`config.mk`:
```
export PLATFORM = sky130hd
export DESIGN_NAME = clock_ratio_gen
export DESIGN_NICKNAME = d
export VERILOG_FILES = /design/src/rtl/clock_ratio_pkg.sv /design/src/rtl/clock_ratio_channel.sv /design/src/rtl/clock_ratio_gen.sv
export SDC_FILE = /design/constraint.sdc
export NUM_CORES = 1
export LEC_CHECK = 0
export ABC_AREA = 1
export ABC_CLOCK_PERIOD_IN_PS = 3790
export CORE_ASPECT_RATIO = 0.75
export CORE_UTILIZATION = 45
export DETAILED_ROUTE_END_ITERATION = 7
export HOLD_SLACK_MARGIN = 0.12
export PLACE_DENSITY = 0.7
export SYNTH_ARGS = -nofsm -noshare
export SYNTH_HDL_FRONTEND = slang
export SYNTH_HIERARCHICAL = 1
export SYNTH_SLANG_ARGS = --single-unit
```
`constraint.sdc`:
```
create_clock -name clk_in -period 3.79 [get_ports clk_in]
set_input_delay 0.379 -clock clk_in [delete_from_list [all_inputs] [get_ports clk_in]]
set_output_delay 0.379 -clock clk_in [all_outputs]
set_load 0.05 [all_outputs]
```
`src/rtl/clock_ratio_pkg.sv`:
```
// Shared definitions for the multi-channel clock-ratio generator.
//   - ch_state_e        : per-channel FSM state (IDLE, RUN, STOPPING)
//   - MODE_PULSE/SQUARE : waveform selector values on the mode inputs
//   - ratio_width()     : ratio field width able to hold MAX_RATIO itself
//   - square_high_count(): number of high cycles per period in square mode
package clock_ratio_pkg;

  typedef enum logic [1:0] {
    ST_IDLE     = 2'd0,
    ST_RUN      = 2'd1,
    ST_STOPPING = 2'd2
  } ch_state_e;

  localparam logic MODE_PULSE  = 1'b0;
  localparam logic MODE_SQUARE = 1'b1;

  function automatic int ratio_width(input int max_ratio);
    return $clog2(max_ratio + 1);
  endfunction

  // ceil(r/2): odd ratios spend the extra cycle high (R=3 -> 2 high, 1 low)
  function automatic int unsigned square_high_count(input int unsigned r);
    return (r + 1) / 2;
  endfunction

endpackage

```
`src/rtl/clock_ratio_channel.sv`:
```
// One clock-ratio channel: FSM, period counter, shadow ratio/mode and a
// sticky illegal-ratio flag. Produces a registered gated waveform at clk_in/R.
// Ports:
//   clk_in, rst_n : clock and asynchronous active-low reset
//   enable        : run request (level)
//   ratio, mode   : requested ratio and waveform, sampled at period boundaries
//   clear_err     : one-cycle pulse clearing ratio_err
//   gated_clk     : registered gated waveform
//   tick          : one-cycle strobe at the start of each period
//   active        : channel is in RUN or STOPPING
//   ratio_err     : sticky illegal-ratio flag
module clock_ratio_channel
  import clock_ratio_pkg::*;
#(
  parameter int MAX_RATIO = 8,
  parameter int RW        = ratio_width(MAX_RATIO)
) (
  input  logic          clk_in,
  input  logic          rst_n,
  input  logic          enable,
  input  logic [RW-1:0] ratio,
  input  logic          mode,
  input  logic          clear_err,
  output logic          gated_clk,
  output logic          tick,
  output logic          active,
  output logic          ratio_err
);

  ch_state_e     state_q, state_d;
  logic [RW-1:0] cnt_q, cnt_d;
  logic [RW-1:0] r_q, r_d;
  logic          mode_q, mode_d;
  logic          gated_q, gated_d;
  logic          tick_q, tick_d;
  logic          active_q, active_d;
  logic          err_q, err_d;
  logic          err_set;

  logic          ratio_legal;
  logic          at_end;
  logic [RW-1:0] cnt_inc;
  logic [RW-1:0] high_cnt;

  assign ratio_legal = (ratio != '0) && (ratio <= RW'(MAX_RATIO));
  // Shadow R is never 0 (reset value 1, only legal ratios load), so R-1 is safe
  assign at_end      = (cnt_q == (r_q - RW'(1)));
  assign cnt_inc     = at_end ? '0 : (cnt_q + RW'(1));

  // Next-state, counter and shadow-register update
  always_comb begin
    state_d = state_q;
    cnt_d   = cnt_q;
    r_d     = r_q;
    mode_d  = mode_q;
    err_set = 1'b0;
    unique case (state_q)
      ST_IDLE: begin
        if (enable) begin
          if (ratio_legal) begin
            state_d = ST_RUN;
            cnt_d   = '0;
            r_d     = ratio;
            mode_d  = mode;
          end else begin
            err_set = 1'b1;
          end
        end
      end
      ST_RUN: begin
        cnt_d = cnt_inc;
        if (!enable) begin
          // Finish the current period before going idle
          state_d = at_end ? ST_IDLE : ST_STOPPING;
        end else if (at_end) begin
          // Period boundary: new ratio/mode take effect from the next period;
          // an illegal request keeps the old ratio running
          if (ratio_legal) begin
            r_d    = ratio;
            mode_d = mode;
          end else begin
            err_set = 1'b1;
          end
        end
      end
      ST_STOPPING: begin
        cnt_d = cnt_inc;
        if (enable) begin
          state_d = ST_RUN;  // resume without restarting the count
        end else if (at_end) begin
          state_d = ST_IDLE;
        end
      end
      default: begin
        state_d = ST_IDLE;
        cnt_d   = '0;
      end
    endcase
  end

  // Outputs are computed from the next state so they are glitch-free flops
  always_comb begin
    high_cnt = RW'(square_high_count(32'(r_d)));
    gated_d  = 1'b0;
    tick_d   = 1'b0;
    active_d = (state_d != ST_IDLE);
    if (active_d) begin
      tick_d = (cnt_d == '0);
      unique case (mode_d)
        MODE_PULSE:  gated_d = (cnt_d == '0);
        MODE_SQUARE: gated_d = (cnt_d < high_cnt);
        default:     gated_d = 1'b0;
      endcase
    end
    // Set wins over a simultaneous clear
    err_d = err_set | (err_q & ~clear_err);
  end

  always_ff @(posedge clk_in or negedge rst_n) begin
    if (!rst_n) begin
      state_q  <= ST_IDLE;
      cnt_q    <= '0;
      r_q      <= RW'(1);
      mode_q   <= MODE_PULSE;
      gated_q  <= 1'b0;
      tick_q   <= 1'b0;
      active_q <= 1'b0;
      err_q    <= 1'b0;
    end else begin
      state_q  <= state_d;
      cnt_q    <= cnt_d;
      r_q      <= r_d;
      mode_q   <= mode_d;
      gated_q  <= gated_d;
      tick_q   <= tick_d;
      active_q <= active_d;
      err_q    <= err_d;
    end
  end

  assign gated_clk = gated_q;
  assign tick      = tick_q;
  assign active    = active_q;
  assign ratio_err = err_q;

endmodule

```
`src/rtl/clock_ratio_gen.sv`:
```
// Multi-channel clock-ratio generator: NUM_CH independent channels, each
// producing a gated clock-enable waveform at clk_in/R.
// Ports:
//   clk_in, rst_n : clock and asynchronous active-low reset
//   enable        : per-channel run request
//   ratio         : per-channel ratio, channel i at [i*RW +: RW]
//   mode          : per-channel waveform (0 pulse, 1 square)
//   clear_err     : clears every ratio_err bit
//   gated_clk, tick, active, ratio_err : per-channel outputs
module clock_ratio_gen
  import clock_ratio_pkg::*;
#(
  parameter  int NUM_CH    = 4,
  parameter  int MAX_RATIO = 8,
  localparam int RW        = ratio_width(MAX_RATIO)
) (
  input  logic                 clk_in,
  input  logic                 rst_n,
  input  logic [NUM_CH-1:0]    enable,
  input  logic [NUM_CH*RW-1:0] ratio,
  input  logic [NUM_CH-1:0]    mode,
  input  logic                 clear_err,
  output logic [NUM_CH-1:0]    gated_clk,
  output logic [NUM_CH-1:0]    tick,
  output logic [NUM_CH-1:0]    active,
  output logic [NUM_CH-1:0]    ratio_err
);

  for (genvar gi = 0; gi < NUM_CH; gi++) begin : g_ch
    clock_ratio_channel #(
      .MAX_RATIO(MAX_RATIO),
      .RW       (RW)
    ) u_ch (
      .clk_in   (clk_in),
      .rst_n    (rst_n),
      .enable   (enable[gi]),
      .ratio    (ratio[gi*RW +: RW]),
      .mode     (mode[gi]),
      .clear_err(clear_err),
      .gated_clk(gated_clk[gi]),
      .tick     (tick[gi]),
      .active   (active[gi]),
      .ratio_err(ratio_err[gi])
    );
  end

endmodule

```
; After elaboration in Yosys (flattened, before gate mapping)
; Index checks and enable logic that the tools add are counted.
[word_totals]
ff_bits = 60
mem_bits_rw = 0
n_memories = 0
wordCells = 217
in_bits = 27
latch_bits = 0
rom_bits = 0
[classes]
div_mod_pow = 0
reduce_logical = 24
n_lt_le_gt_ge = 8
bitwise_logic = 13
shift = 0
addsub = 12
multipliers = 0
n_eq_ne = 12
mux = 116
[op_table]
columns = op, n
row1 = $mux W4, 28
row2 = $pmux W4 S2, 8
row3 = $mux W2, 24
row4 = $mux W1, 40
row5 = $pmux W1 S2, 12
row6 = $pmux W2 S3, 4
row7 = $add A4 B1 Y5 const B, 4
row8 = $add A4 B1 Y4 const B, 4
row9 = $eq A4 B4 Y1, 4
row10 = $le A4 B4 Y1 const B, 4
row11 = $logic_not A4 Y1, 4
row12 = $lt A4 B4 Y1, 4
row13 = $reduce_bool A4 Y1, 4
row14 = $sub A4 B1 Y4 const B, 4
row15 = $eq A2 B1 Y1 const B, 4
row16 = $eq A2 B2 Y1 const B, 4
row17 = $logic_not A2 Y1, 4
row18 = $reduce_bool A2 Y1, 4
row19 = $reduce_or A2 Y1, 4
row20 = $not A1 Y1, 5
row21 = $and A1 B1 Y1, 4
row22 = $logic_and A1 B1 Y1, 4
row23 = $or A1 B1 Y1, 4

; Logic depth before layout (Yosys ltp)
; Gate-level depths: netlist of the first run.
[logic_depth]
word_depth = 10
ltp_mapped = 23
ltp_nobuf = 23

; Hierarchy
; Netlist of the first run, hierarchy kept.
[modules_own_cells]
columns = module, cells_per_inst, seq_area_each_um2, instances, area_per_inst_um2
row1 = clock_ratio_channel at g_ch[0].u_ch ..., 192, 376.6, 3, 1307.5
row2 = clock_ratio_channel at g_ch[3].u_ch, 192, 376.6, 1, 1286.2

; Worst setup path before layout of the first run
; OpenSTA, ideal clock, no wires.
[synth_path]
path_kind = reg2reg
from = reg g_ch[0].u_ch.r_q[0]
to = reg g_ch[0].u_ch.gated_q
setup_ps = 73
required_ps = 3717
path_slack_ps = 1016
arrival_time_ps = 2701
path_stages_with_launch = 20
path_cell_list = dfstp_2 > inv_2 > ha_1 > or2_2 > nand3_1 > nor2_4 > nand2_4 > nor2_4 > o21ai_0 > nand2_1 > nand2_1 > inv_1 > ha_1 > xnor2_1 > ha_1 > nand2_1 > nand2_1 > nand2_1 > nand2_1 > a21oi_2
[synth_between]
elab_chain_cells = 9
elab_cells_between_ends = 24
[synth_rtl]
columns = item, line
row1 = from (decl), clock_ratio_channel.sv:32  ; logic [RW-1:0] r_q, r_d;
row2 = from (signal assigned), clock_ratio_channel.sv:132  ; r_q <= r_d;
row3 = $sub A4 B1 Y4, clock_ratio_channel.sv:47  ; assign at_end = (cnt_q == (r_q - RW'(1)));
row4 = $eq A4 B4 Y1, clock_ratio_channel.sv:47
row5 = $mux W4, clock_ratio_channel.sv:75  ; end else if (at_end) begin
row6 = $mux W4, clock_ratio_channel.sv:72  ; if (!enable) begin
row7 = $pmux W4 S2 *, clock_ratio_channel.sv:57  ; unique case (state_q)
row8 = net g_ch[0].u_ch.r_d[0], clock_ratio_channel.sv:32
row9 = $add A4 B1 Y5 *, clock_ratio_pkg.sv:23  ; return (r + 1) / 2;
row10 = $lt A4 B4 Y1 *, clock_ratio_channel.sv:111  ; MODE_SQUARE: gated_d = (cnt_d < high_cnt);
row11 = $pmux W1 S2 *, clock_ratio_channel.sv:109  ; unique case (mode_d)
row12 = $mux W1 *, clock_ratio_channel.sv:107  ; if (active_d) begin
row13 = net g_ch[0].u_ch.gated_d, clock_ratio_channel.sv:34  ; logic gated_q, gated_d;
row14 = to (signal assigned), clock_ratio_channel.sv:134  ; gated_q <= gated_d;
row15 = to (decl), clock_ratio_channel.sv:34
; The timed path passes the listed nets; every way through them passes the cells marked *.

; Worst setup path in the final report of the first run
[layout_path]
from = reg g_ch[1].u_ch.r_q[0]
to = reg g_ch[1].u_ch.gated_q
[layout_between]
elab_chain_cells = 9
elab_cells_between_ends = 24
[layout_rtl]
columns = item, line
row1 = from (decl), clock_ratio_channel.sv:32
row2 = from (signal assigned), clock_ratio_channel.sv:132
row3 = $sub A4 B1 Y4, clock_ratio_channel.sv:47
row4 = $eq A4 B4 Y1, clock_ratio_channel.sv:47
row5 = $mux W4, clock_ratio_channel.sv:75
row6 = $mux W4, clock_ratio_channel.sv:72
row7 = $pmux W4 S2 *, clock_ratio_channel.sv:57
row8 = net g_ch[1].u_ch.r_d[0], clock_ratio_channel.sv:32
row9 = $add A4 B1 Y5 *, clock_ratio_pkg.sv:23
row10 = $lt A4 B4 Y1 *, clock_ratio_channel.sv:111
row11 = $pmux W1 S2 *, clock_ratio_channel.sv:109
row12 = $mux W1 *, clock_ratio_channel.sv:107
row13 = net g_ch[1].u_ch.gated_d, clock_ratio_channel.sv:34
row14 = to (signal assigned), clock_ratio_channel.sv:134
row15 = to (decl), clock_ratio_channel.sv:34
; Marks and branches as above.

==> results of run 1 <==
-- routing by layer --
metal | up-vias | part of all wire, %
met5 | - | 0
met4 | 0 | 2.9
met3 | 37 | 5.5
met2 | 175 | 44
met1 | 2283 | 47
li1 | 2547 | -
-- critical path, stage by stage, from the launching register on --
cell     delay [ps]
dfstp_2         560
inv_2            70
ha_1            300
or2_2           290
nand3_1         120
nor2_4           60
nand2_4         130
nor2_4           60
o21ai_0         150
nand2_1          60
nand2_1         120
inv_1            70
ha_1            200
xnor2_1         220
ha_1            260
nand2_1          60
nand2_1          40
nand2_1          50
nand2_1          50
a21oi_2         110
-- cell families after synthesis --
kind of cell    Yosys count  share of synthesized area (%)
compound gates          152                          16.57
xor+xnor                 20                          3.363
fa+ha+maj                40                          9.608
buf+inv                 140                          10.57
flops                    60                          28.92
simple gates            356                          30.96
-- state kept, by name (all words and copies together), names as in the netlist --
register             count
g_ch.u_ch/cnt_q         16
g_ch.u_ch/r_q           16
g_ch.u_ch/state_q        8
g_ch.u_ch/active         4
g_ch.u_ch/gated_clk      4
g_ch.u_ch/mode_q         4
g_ch.u_ch/ratio_err      4
g_ch.u_ch/tick           4
-- cell type report --
| class | instances | share of cell area [%] |
|---|---|---|
| Multi-Input combinational cell | 568 | 51.67 |
| Clock inverter | 4 | 1.559 |
| Inverter | 129 | 8.062 |
| Clock buffer | 12 | 4.205 |
| Sequential cell | 60 | 24.70 |
| Tap cell | 140 | 2.872 |
| Timing Repair Buffer | 43 | 6.933 |
-- Yosys cell counts (all sizes together) (3+ instances only) --
master	n
buf	9
inv	129
nor3	3
ha	40
dfrtp	56
a22oi	7
o211ai	6
o21bai	4
dfstp	4
nand2	243
a21oi	71
nor2	42
xor2	8
or2	5
xnor2	12
nand3	62
o2111ai	3
o21ai	59
-- worst max path at each step --
| stage | start | endpoint | cells past startpoint |
|---|---|---|---|
| 3_5_place_dp | enable[3] | g_ch[3].u_ch/gated_clk | 17 |
| 3_3_place_gp | enable[1] | g_ch[1].u_ch/gated_clk | 18 |
| 5_1_grt | g_ch[2].u_ch/r_q[0] | g_ch[2].u_ch/gated_clk | 19 |
| 2_1_floorplan | g_ch[0].u_ch/r_q[0] | g_ch[0].u_ch/gated_clk | 19 |
| 6_report | g_ch[1].u_ch/r_q[0] | g_ch[1].u_ch/gated_clk | 19 |
| 4_1_cts | g_ch[1].u_ch/r_q[0] | g_ch[1].u_ch/gated_clk | 19 |
-- stage by stage --
step	instance area [µm²]	instances	worst slack, ps	total power [µW]	hold slack, ps
after floorplan	5209	768	1016	4395	83.41
after global placement	5748	940	666.6	5172	500.0
after detailed placement	5748	940	592.4	5311	491.8
after CTS	6100	956	703.5	6329	143.9
after global routing	6100	956	470.0	6990	170.7
final	6100	956	711.6	6332	102.8
-- report_power, final --
part	internal [µW]	switching (µW)
Clock	677	298
Sequential	957	272
Combinational	1470	2660
Total	3100	3230
==> out/results.txt, run 1 <==
HP Class: primary input to async pin
R2R setup slack: 710 ps
Root Buffer: clkbuf_16
GRT busiest layer: met2
Setup bufs post-CTS: 0
Synthesized area: 5209 µm²
Sink Count: 60
Worst vdd rail ir drop: 0.0003806 V
Cell count after synthesis: 768
Post-synth top area cell: dfrtp_1
First-pass GRT wire length: 21.61 mm
GR Layer Usage met3: 5.443%
R2r endpoint: g_ch[1].u_ch/gated_clk
Post-DRT Antenna Nets: 0
# setup viols final: 0
Post-CTS sizing: 0
Worst endpoint required time: 4050 ps
Skew final: 6.196 ps
Die Y: 95.18 µm
F_max: 324.8 MHz
Crit path capture type: flip-flop
Largest net degree at the start of global routing: 33
Synth Area per Inst: 6.782 µm²
Reg clk slew, reported paths: 60 ps
R2r worst-path depth: 19
Diode count: 0
Vias per cell: 5.274
Port bufs: 42
CTS tree: done
Main area contributors after synthesis: dfrtp_1 27%, nand2_1 15%, ha_1 9.6%, inv_1 8.1%, a21oi_1 6.1%
Slew margin rel.: 48.94%
Die width: 126.2 µm
GRT Total Usage: 22.58%
Met2 GRT Util: 37.06%
Seq cells post-synth: 60
Final Critical Period: 3078 ps
Via Count: 5042
Max Slew Vio Count: 0
WL final: 12.82 mm
Total negative slack: 0 ps
Share of layout cells above drive strength 1: 13.11%
Yosys warning total: 6
I/O pins: 43
Net Count, Synth: 835
Netlist cell types: 33
RSZ-0062 raised after global routing: false
Num rows: 33
Nets: 878
Met1 usage: 28.61%
R2r startpoint: g_ch[1].u_ch/r_q[0]
CP arrival: 3340 ps
Critical path class: flip-flop to flip-flop
P&R area growth vs syn: 17.10%
Core area: 11110 µm²
Async S/R FF share, synth: 100.0%
Fill cells: 1051
Most frequent cells in the layout: 204 x nand2_1, 113 x inv_1, 64 x a21oi_1, 61 x nand3_1, 56 x dfrtp_1
H-tree Lvls: 3
Commonest non-fill, non-tap cell in the layout: nand2_1
Die area: 12010 µm²
Fin util: 54.92%
WL/cell: 13.40 µm
Tightest Pin Transition: 765.9 ps
Main synth FF type: dfrtp_1
Starting Density: 46.90%
Reg area: 1506 µm²
Routability cong.: 0.9277
Drc violations: 0
Cell Pwr Density: 1038 nW/µm²
Final period utilization: 81.22%
Hold-fix buffers, CTS: 0
CP max FO: 9
Cts bufs inserted: 9
Max-cap violation count: 0
CP startpoint kind: flip-flop
Number of synthesized flops with an enable pin: 0
Initial antenna violation count: 0
Initial DRC count: 458
Clk buf depth: 2
Final Hold Vio Count: 0
Via count of the first global-routing pass: 4805
Overflow after GRT: 0
Status: complete, no violations
Area fraction of the dominant cell type after synthesis: 26.90%
DRT Pass-1 Iters: 5
Seq/Total Area, Yosys: 28.92%
Multi-input gate area: 3152 µm²
DP HPWL: 9.952 mm
Clk_lat worst skew: 330 ps
Static Leak: 0.003180 µW
Note: power is estimated with default switching activity, not from simulation.
==> inputs of run 2 (changes only) <==
--- a/config.mk
+++ b/config.mk
@@ -6,12 +6,12 @@
 export NUM_CORES = 1
 export LEC_CHECK = 0
 export ABC_AREA = 1
-export ABC_CLOCK_PERIOD_IN_PS = 3790
+export ABC_CLOCK_PERIOD_IN_PS = 2500
 export CORE_ASPECT_RATIO = 0.75
 export CORE_UTILIZATION = 45
 export DETAILED_ROUTE_END_ITERATION = 7
 export HOLD_SLACK_MARGIN = 0.12
-export PLACE_DENSITY = 0.7
+export PLACE_DENSITY = 0.73
 export SYNTH_ARGS = -nofsm -noshare
 export SYNTH_HDL_FRONTEND = slang
 export SYNTH_HIERARCHICAL = 1
==> constraint.sdc (replaced) <==
create_clock -name clk_in -period 2.5 [get_ports clk_in]
set_input_delay 0.25 -clock clk_in [delete_from_list [all_inputs] [get_ports clk_in]]
set_output_delay 0.25 -clock clk_in [all_outputs]
set_load 0.05 [all_outputs]
==> out/results.txt, run 2 (synthesis results as in run 1) <==
Final Cell Area: 7194 µm²
Nets: 974
Slew margin rel.: 64.07%
Die width: 126.2 µm
Status: complete, but fails checks
Vias per cell: 5.175
Multi-input gate area: 3498 µm²
RSZ-0062 raised after global routing: true
Cell Pwr Density: 1584 nW/µm²
Clk buf depth: 2
First-pass GRT wire length: 24.21 mm
Port bufs: 42
Reg clk slew, reported paths: 50 ps
CTS tree: done
Core area: 11110 µm²
Initial antenna violation count: 0
Fin worst setup slack: -237.7 ps
Fill cells: 910
GRT Total Usage: 25.20%
Slowest stage delay, CP: 550 ps
Routability cong.: 0.8937
Worst Path Buf+Inv: 3
P&R area growth vs syn: 38.12%
Fin util: 64.77%
Max-cap violation count: 0
Drc violations: 0
DRT Pass-1 Iters: 4
CP startpoint kind: flip-flop
# setup viols final: 4
WL/cell: 13.56 µm
Worst vdd rail ir drop: 0.001117 V
Tightest Pin Transition: 537.2 ps
Cts bufs inserted: 9
WL final: 14.27 mm
Static Leak: 0.003690 µW
Most used cell, CP: nand2_1
Tot Pwr: 11400 µW
Commonest non-fill, non-tap cell in the layout: nand2_1
Via Count: 5444
Max stage delay cell, worst path: dfstp_2
Final Hold Vio Count: 0
Num rows: 33
Reg area: 1506 µm²
Worst endpoint required time: 2750 ps
Skew final: 5.361 ps
Most frequent cells in the layout: 195 x nand2_1, 108 x inv_1, 88 x buf_4, 63 x a21oi_1, 56 x dfrtp_1
Diode count: 0
Top Registers: g_ch.u_ch/cnt_q x16, g_ch.u_ch/r_q x16, g_ch.u_ch/state_q x8
Root Buffer: clkbuf_16
Initial DRC count: 336
Max Slew Vio Count: 0
Setup WS pre-CTS: -301.9 ps
CP top delay family: simple AND/OR/NAND/NOR gates
DP HPWL: 10.82 mm
Overflow after GRT: 0
Post-DRT Antenna Nets: 0
Sink Count: 60
CP arrival: 2990 ps
CP cell instances: inv_4, ha_4, or2_4, nand3_2, nor2_2, nand2_2, buf_6, o21ai_1, nand3_1, nand3_4, nand2_2, o21bai_1, nand2_1, ha_1, nand2_1, inv_1, nand2_1, nand2_1, a21oi_2
Die Y: 95.18 µm
Final Critical Period: 2738 ps
Clk_lat worst skew: 330 ps
I/O pins: 43
DP Area: 6575 µm²
HP Class: primary input to async pin
H-tree Lvls: 3
Final period utilization: 109.5%
F_max: 365.3 MHz
CP max FO: 6
Critical path class: flip-flop to flip-flop
Largest net degree at the start of global routing: 50
Share of layout cells above drive strength 1: 27.19%
Starting Density: 46.90%
Via count of the first global-routing pass: 5433
Die area: 12010 µm²
Violations in the final reports: negative setup slack
Crit path capture type: flip-flop
run 2: changes by cell type in the layout (fill, tap and decap cells not counted), moves of 4 or more:
cell     delta
nand3_4     +6
ha_4       +13
buf_12      +4
nand2_2     +9
or2_2       -5
nand3_1    -11
or2_4       +5
inv_2       +4
nand3_2     +5
buf_4      +87
inv_1       -5
nand2_1     -9
buf_6       +4
ha_1       -13
run 2: layout make-up:
class / instances / area share (%)
Multi-Input combinational cell: 568 / 48.63
Sequential cell: 60 / 20.94
Timing Repair Buffer: 139 / 16.83
Inverter: 129 / 6.870
Clock buffer: 14 / 4.087
Tap cell: 140 / 2.435
Clock inverter: 2 / 0.2087
run 2: report_power, final:
group	leakage (µW)	internal (µW)	total (µW)	switching [µW]
Clock	0.000147	806	1250	440
Combinational	0.00280	3510	8300	4790
Sequential	0.000744	1450	1850	398
run 2: path summary, 6_finish.rpt:
check | startpoint | endpoint | slack [ps] | depth (start not counted)
max | g_ch[3].u_ch/r_q[0] | g_ch[3].u_ch/gated_clk | -240 | 19
max in group asynchronous | rst_n | g_ch[3].u_ch/r_q[0] | 1470 | 3
min reg2reg | g_ch[3].u_ch/ratio_err | g_ch[3].u_ch/ratio_err | 540 | 2
max reg2reg | g_ch[3].u_ch/r_q[0] | g_ch[3].u_ch/gated_clk | -240 | 19
min in group clk_in | g_ch[3].u_ch/ratio_err | g_ch[3].u_ch/ratio_err | 540 | 2
min | rst_n | g_ch[2].u_ch/tick | 380 | 2
run 2: repair_timing:
action	CTS	global route
hold endpoints to repair	11	0
hold buffers	1	0
setup buffers	3	6
gates resized for setup	17	17
pin swaps	29	14
endpoints found under the setup margin	4	4
run 2: per-stage QoR:
stage,hold WS [ps],TNS (ps),instances
CTS,380.9,-659.8,1046
finish,383.9,-782.4,1052
floorplan,-45.59,-161.9,768
detailed placement,176.5,-1021,1026
global placement,162.0,-498.2,1026
global route,393.3,-1456,1052
run 2: routing by layer:
layer	share of wire, %	track usage [%]
met1	46	30.97
met2	49	45.21
met3	4.2	5.107
met4	1.3	7.028
met5	0	0
==> inputs of run 3 (changes only) <==
--- a/config.mk
+++ b/config.mk
@@ -6,13 +6,12 @@
 export NUM_CORES = 1
 export LEC_CHECK = 0
 export ABC_AREA = 1
-export ABC_CLOCK_PERIOD_IN_PS = 2500
+export ABC_CLOCK_PERIOD_IN_PS = 2200
 export CORE_ASPECT_RATIO = 0.75
-export CORE_UTILIZATION = 45
+export CORE_UTILIZATION = 54
 export DETAILED_ROUTE_END_ITERATION = 7
 export HOLD_SLACK_MARGIN = 0.12
-export PLACE_DENSITY = 0.73
+export PLACE_DENSITY = 0.84
 export SYNTH_ARGS = -nofsm -noshare
 export SYNTH_HDL_FRONTEND = slang
-export SYNTH_HIERARCHICAL = 1
 export SYNTH_SLANG_ARGS = --single-unit
==> constraint.sdc (replaced) <==
create_clock -name clk_in -period 2.2 [get_ports clk_in]
set_input_delay 0.22 -clock clk_in [delete_from_list [all_inputs] [get_ports clk_in]]
set_output_delay 0.22 -clock clk_in [all_outputs]
set_load 0.05 [all_outputs]
==> out/results.txt, run 3 <==
Status: complete, but fails checks
Violations in the final reports: negative setup slack
Slew margin rel.: 44.50%
R2r startpoint: g_ch[3].u_ch.r_q[0]
Setup WS pre-CTS: -613.5 ps
Synth top cells by count: 257 x nand2_1, 130 x inv_1, 72 x nand3_1
Seq pwr share: 14.2%
R2r endpoint: g_ch[3].u_ch.gated_clk
Port bufs: 42
Final Hold Vio Count: 0
Crit path capture type: flip-flop
Drc violations: 0
Clk_lat worst skew: 340 ps
I/O pins: 43
F_max: 350.5 MHz
HP Class: flip-flop to flip-flop
Via count of the first global-routing pass: 6228
Root Buffer: clkbuf_16
Post-DRT Antenna Nets: 0
Fill cells: 540
Worst vdd rail ir drop: 0.001050 V
Commonest non-fill, non-tap cell in the layout: nand2_1
Sink Count: 60
Initial DRC count: 853
CTS tree: done
Overflow after GRT: 0
Vias per cell: 5.649
# setup viols final: 7
Die width: 115.4 µm
Seq/Total Area, Yosys: 28.93%
Multi-input gate area: 3411 µm²
Critical path class: flip-flop to flip-flop
Die area: 10040 µm²
Skew final: 5.906 ps
R2r worst-path depth: 15
CP max FO: 7
H-tree Lvls: 3
Seq cells post-synth: 60
GRT Total Usage: 35.29%
CP startpoint kind: flip-flop
Nets: 1060
Routability cong.: 0.9372
Worst endpoint required time: 2460 ps
DP HPWL: 11.86 mm
RSZ-0062 raised after global routing: true
Cells after DPL: 1088
Setup crit end: g_ch[3].u_ch.gated_clk
Clk buf depth: 2
DRT Pass-1 Iters: 6
Most frequent cells in the layout: 226 x nand2_1, 163 x buf_4, 123 x inv_1, 63 x nand3_1, 56 x dfrtp_1
Reg clk slew, reported paths: 60 ps
Netlist cell types: 37
Final period utilization: 129.7%
Largest net degree at the start of global routing: 61
R2R setup slack: -650 ps
Max Slew Vio Count: 0
Count leader, synth: nand2_1
Post-synth top area cell: dfrtp_1
Core area: 9196 µm²
Fin worst setup slack: -653.3 ps
Main synth FF type: dfrtp_1
WL final: 18.09 mm
Yosys warning total: 0
P&R area growth vs syn: 45.89%
Worst hold slack: 536.5 ps
Diode count: 0
Share of total power in combinational logic: 76.5%
Main area contributors after synthesis: dfrtp_1 27%, nand2_1 19%, ha_1 9.6%, inv_1 9.4%, nand3_1 6.9%
Top Registers: g_ch.u_ch.cnt_q x16, g_ch.u_ch.r_q x16, g_ch.u_ch.state_q x8
Static Leak: 0.004186 µW
Cell count after synthesis: 796
Sw Share: 50.29%
Cts bufs inserted: 9
Reg area: 1506 µm²
Internal: 7145 µW
Cell Pwr Density: 1892 nW/µm²
Cell Count, Final, Fillers Out: 1125
Total negative slack: -2634 ps
Net Sw Power: 7228 µW
WL/cell: 16.08 µm
Fin util: 82.61%
Async S/R FF share, synth: 100.0%
Worst setup startpoint: g_ch[3].u_ch.r_q[0]
Number of synthesized flops with an enable pin: 0
Clock power share: 9.3%
Via Count: 6355
Area fraction of the dominant cell type after synthesis: 26.91%
Num rows: 30
Net Count, Synth: 863
Initial antenna violation count: 0
Synthesized area: 5207 µm²
Die Y: 87.05 µm
Share of layout cells above drive strength 1: 29.59%
Final Critical Period: 2853 ps
CP arrival: 3120 ps
First-pass GRT wire length: 27.59 mm
Tightest Pin Transition: 832.5 ps
Max-cap violation count: 0
Starting Density: 56.63%
Synth Area per Inst: 6.542 µm²
[run 3: cell types whose count changed after synthesis, sizes merged, moves of 4 or more]
cell    delta
nand2     +21
a21oi     -16
nand3     +14
buf       +13
inv        +8
o21ai      -8
nor2       -7
o211ai     +6
o21bai     -4
xnor2      -4
[run 3: repair_timing]
action	4_1_cts	5_1_grt
gates resized for setup	24	71
pin swaps	26	34
hold buffers	1	0
endpoints found under the setup margin	5	16
hold endpoints to repair	56	0
buffers inserted	13	8
gates cloned	0	0
[run 3: worst max-delay path, cell delays in order, from the launching register on]
cell	delay, ps
dfstp_2	540
inv_2	50
ha_4	260
or2_1	110
nand3_2	80
nor2_4	110
nand2_4	110
buf_6	130
o21ai_1	140
nand3_1	100
a22oi_2	250
nand3_1	140
ha_1	320
a21oi_1	190
nand2_1	100
a21oi_1	150
[run 3: cells by family after synthesis]
group / after synthesis / share of synthesized area [%]
buffers and inverters: 166 / 13.43
adder cells (fa/ha/maj): 40 / 9.611
flip-flops: 60 / 28.93
XOR/XNOR: 15 / 2.523
AND/OR/NAND/NOR: 386 / 31.40
AO/OA/AOI/OAI: 129 / 14.10
[run 3: worst min-delay path by stage]
stage / slack [ps] / startpoint / depth (start not counted) / to
detailed placement: 440 / rst_n / 2 / g_ch[2].u_ch.r_q[2]
CTS: 540 / g_ch[1].u_ch.ratio_err / 2 / g_ch[1].u_ch.ratio_err
finish: 540 / g_ch[1].u_ch.ratio_err / 2 / g_ch[1].u_ch.ratio_err
global route: 560 / g_ch[1].u_ch.ratio_err / 2 / g_ch[1].u_ch.ratio_err
global placement: 430 / rst_n / 2 / g_ch[2].u_ch.r_q[2]
floorplan: -80 / rst_n / 0 / g_ch[0].u_ch.active
[run 3: cell type report]
| cell class | count | share of cell area, % |
|---|---|---|
| multi-input cells | 570 | 44.89 |
| repair buffers | 213 | 22.74 |
| flip-flops and latches | 60 | 19.83 |
| inverters | 139 | 6.868 |
| clock buffers | 13 | 3.426 |
| well taps | 128 | 2.108 |
| clock inverters | 2 | 0.1318 |
[run 3: metal layers]
layer | GRT usage [%] | vias to the layer above | part of all wire (%)
met5 | 0 | - | 0
met4 | 19.95 | 0 | 4.6
met3 | 8.629 | 115 | 8.3
met2 | 59.99 | 425 | 48
met1 | 40.93 | 2898 | 39
li1 | - | 2917 | -
[run 3: power groups by stage]
stage / logic, µW / clock network [µW] / registers, µW
finish: 11000 / 1330 / 2040
global route: 11900 / 1360 / 2080
CTS: 9620 / 1330 / 2000
detailed placement: 8980 / 0 / 2010
global placement: 8440 / 0 / 1980
floorplan: 5730 / 0 / 1990
[run 3: through the flow]
step	total power [µW]	area [µm²]
after CTS	12940	7305
final	14370	7597
after floorplan	7720	5308
after global placement	10420	6824
after detailed placement	10990	6824
after global routing	15380	7597
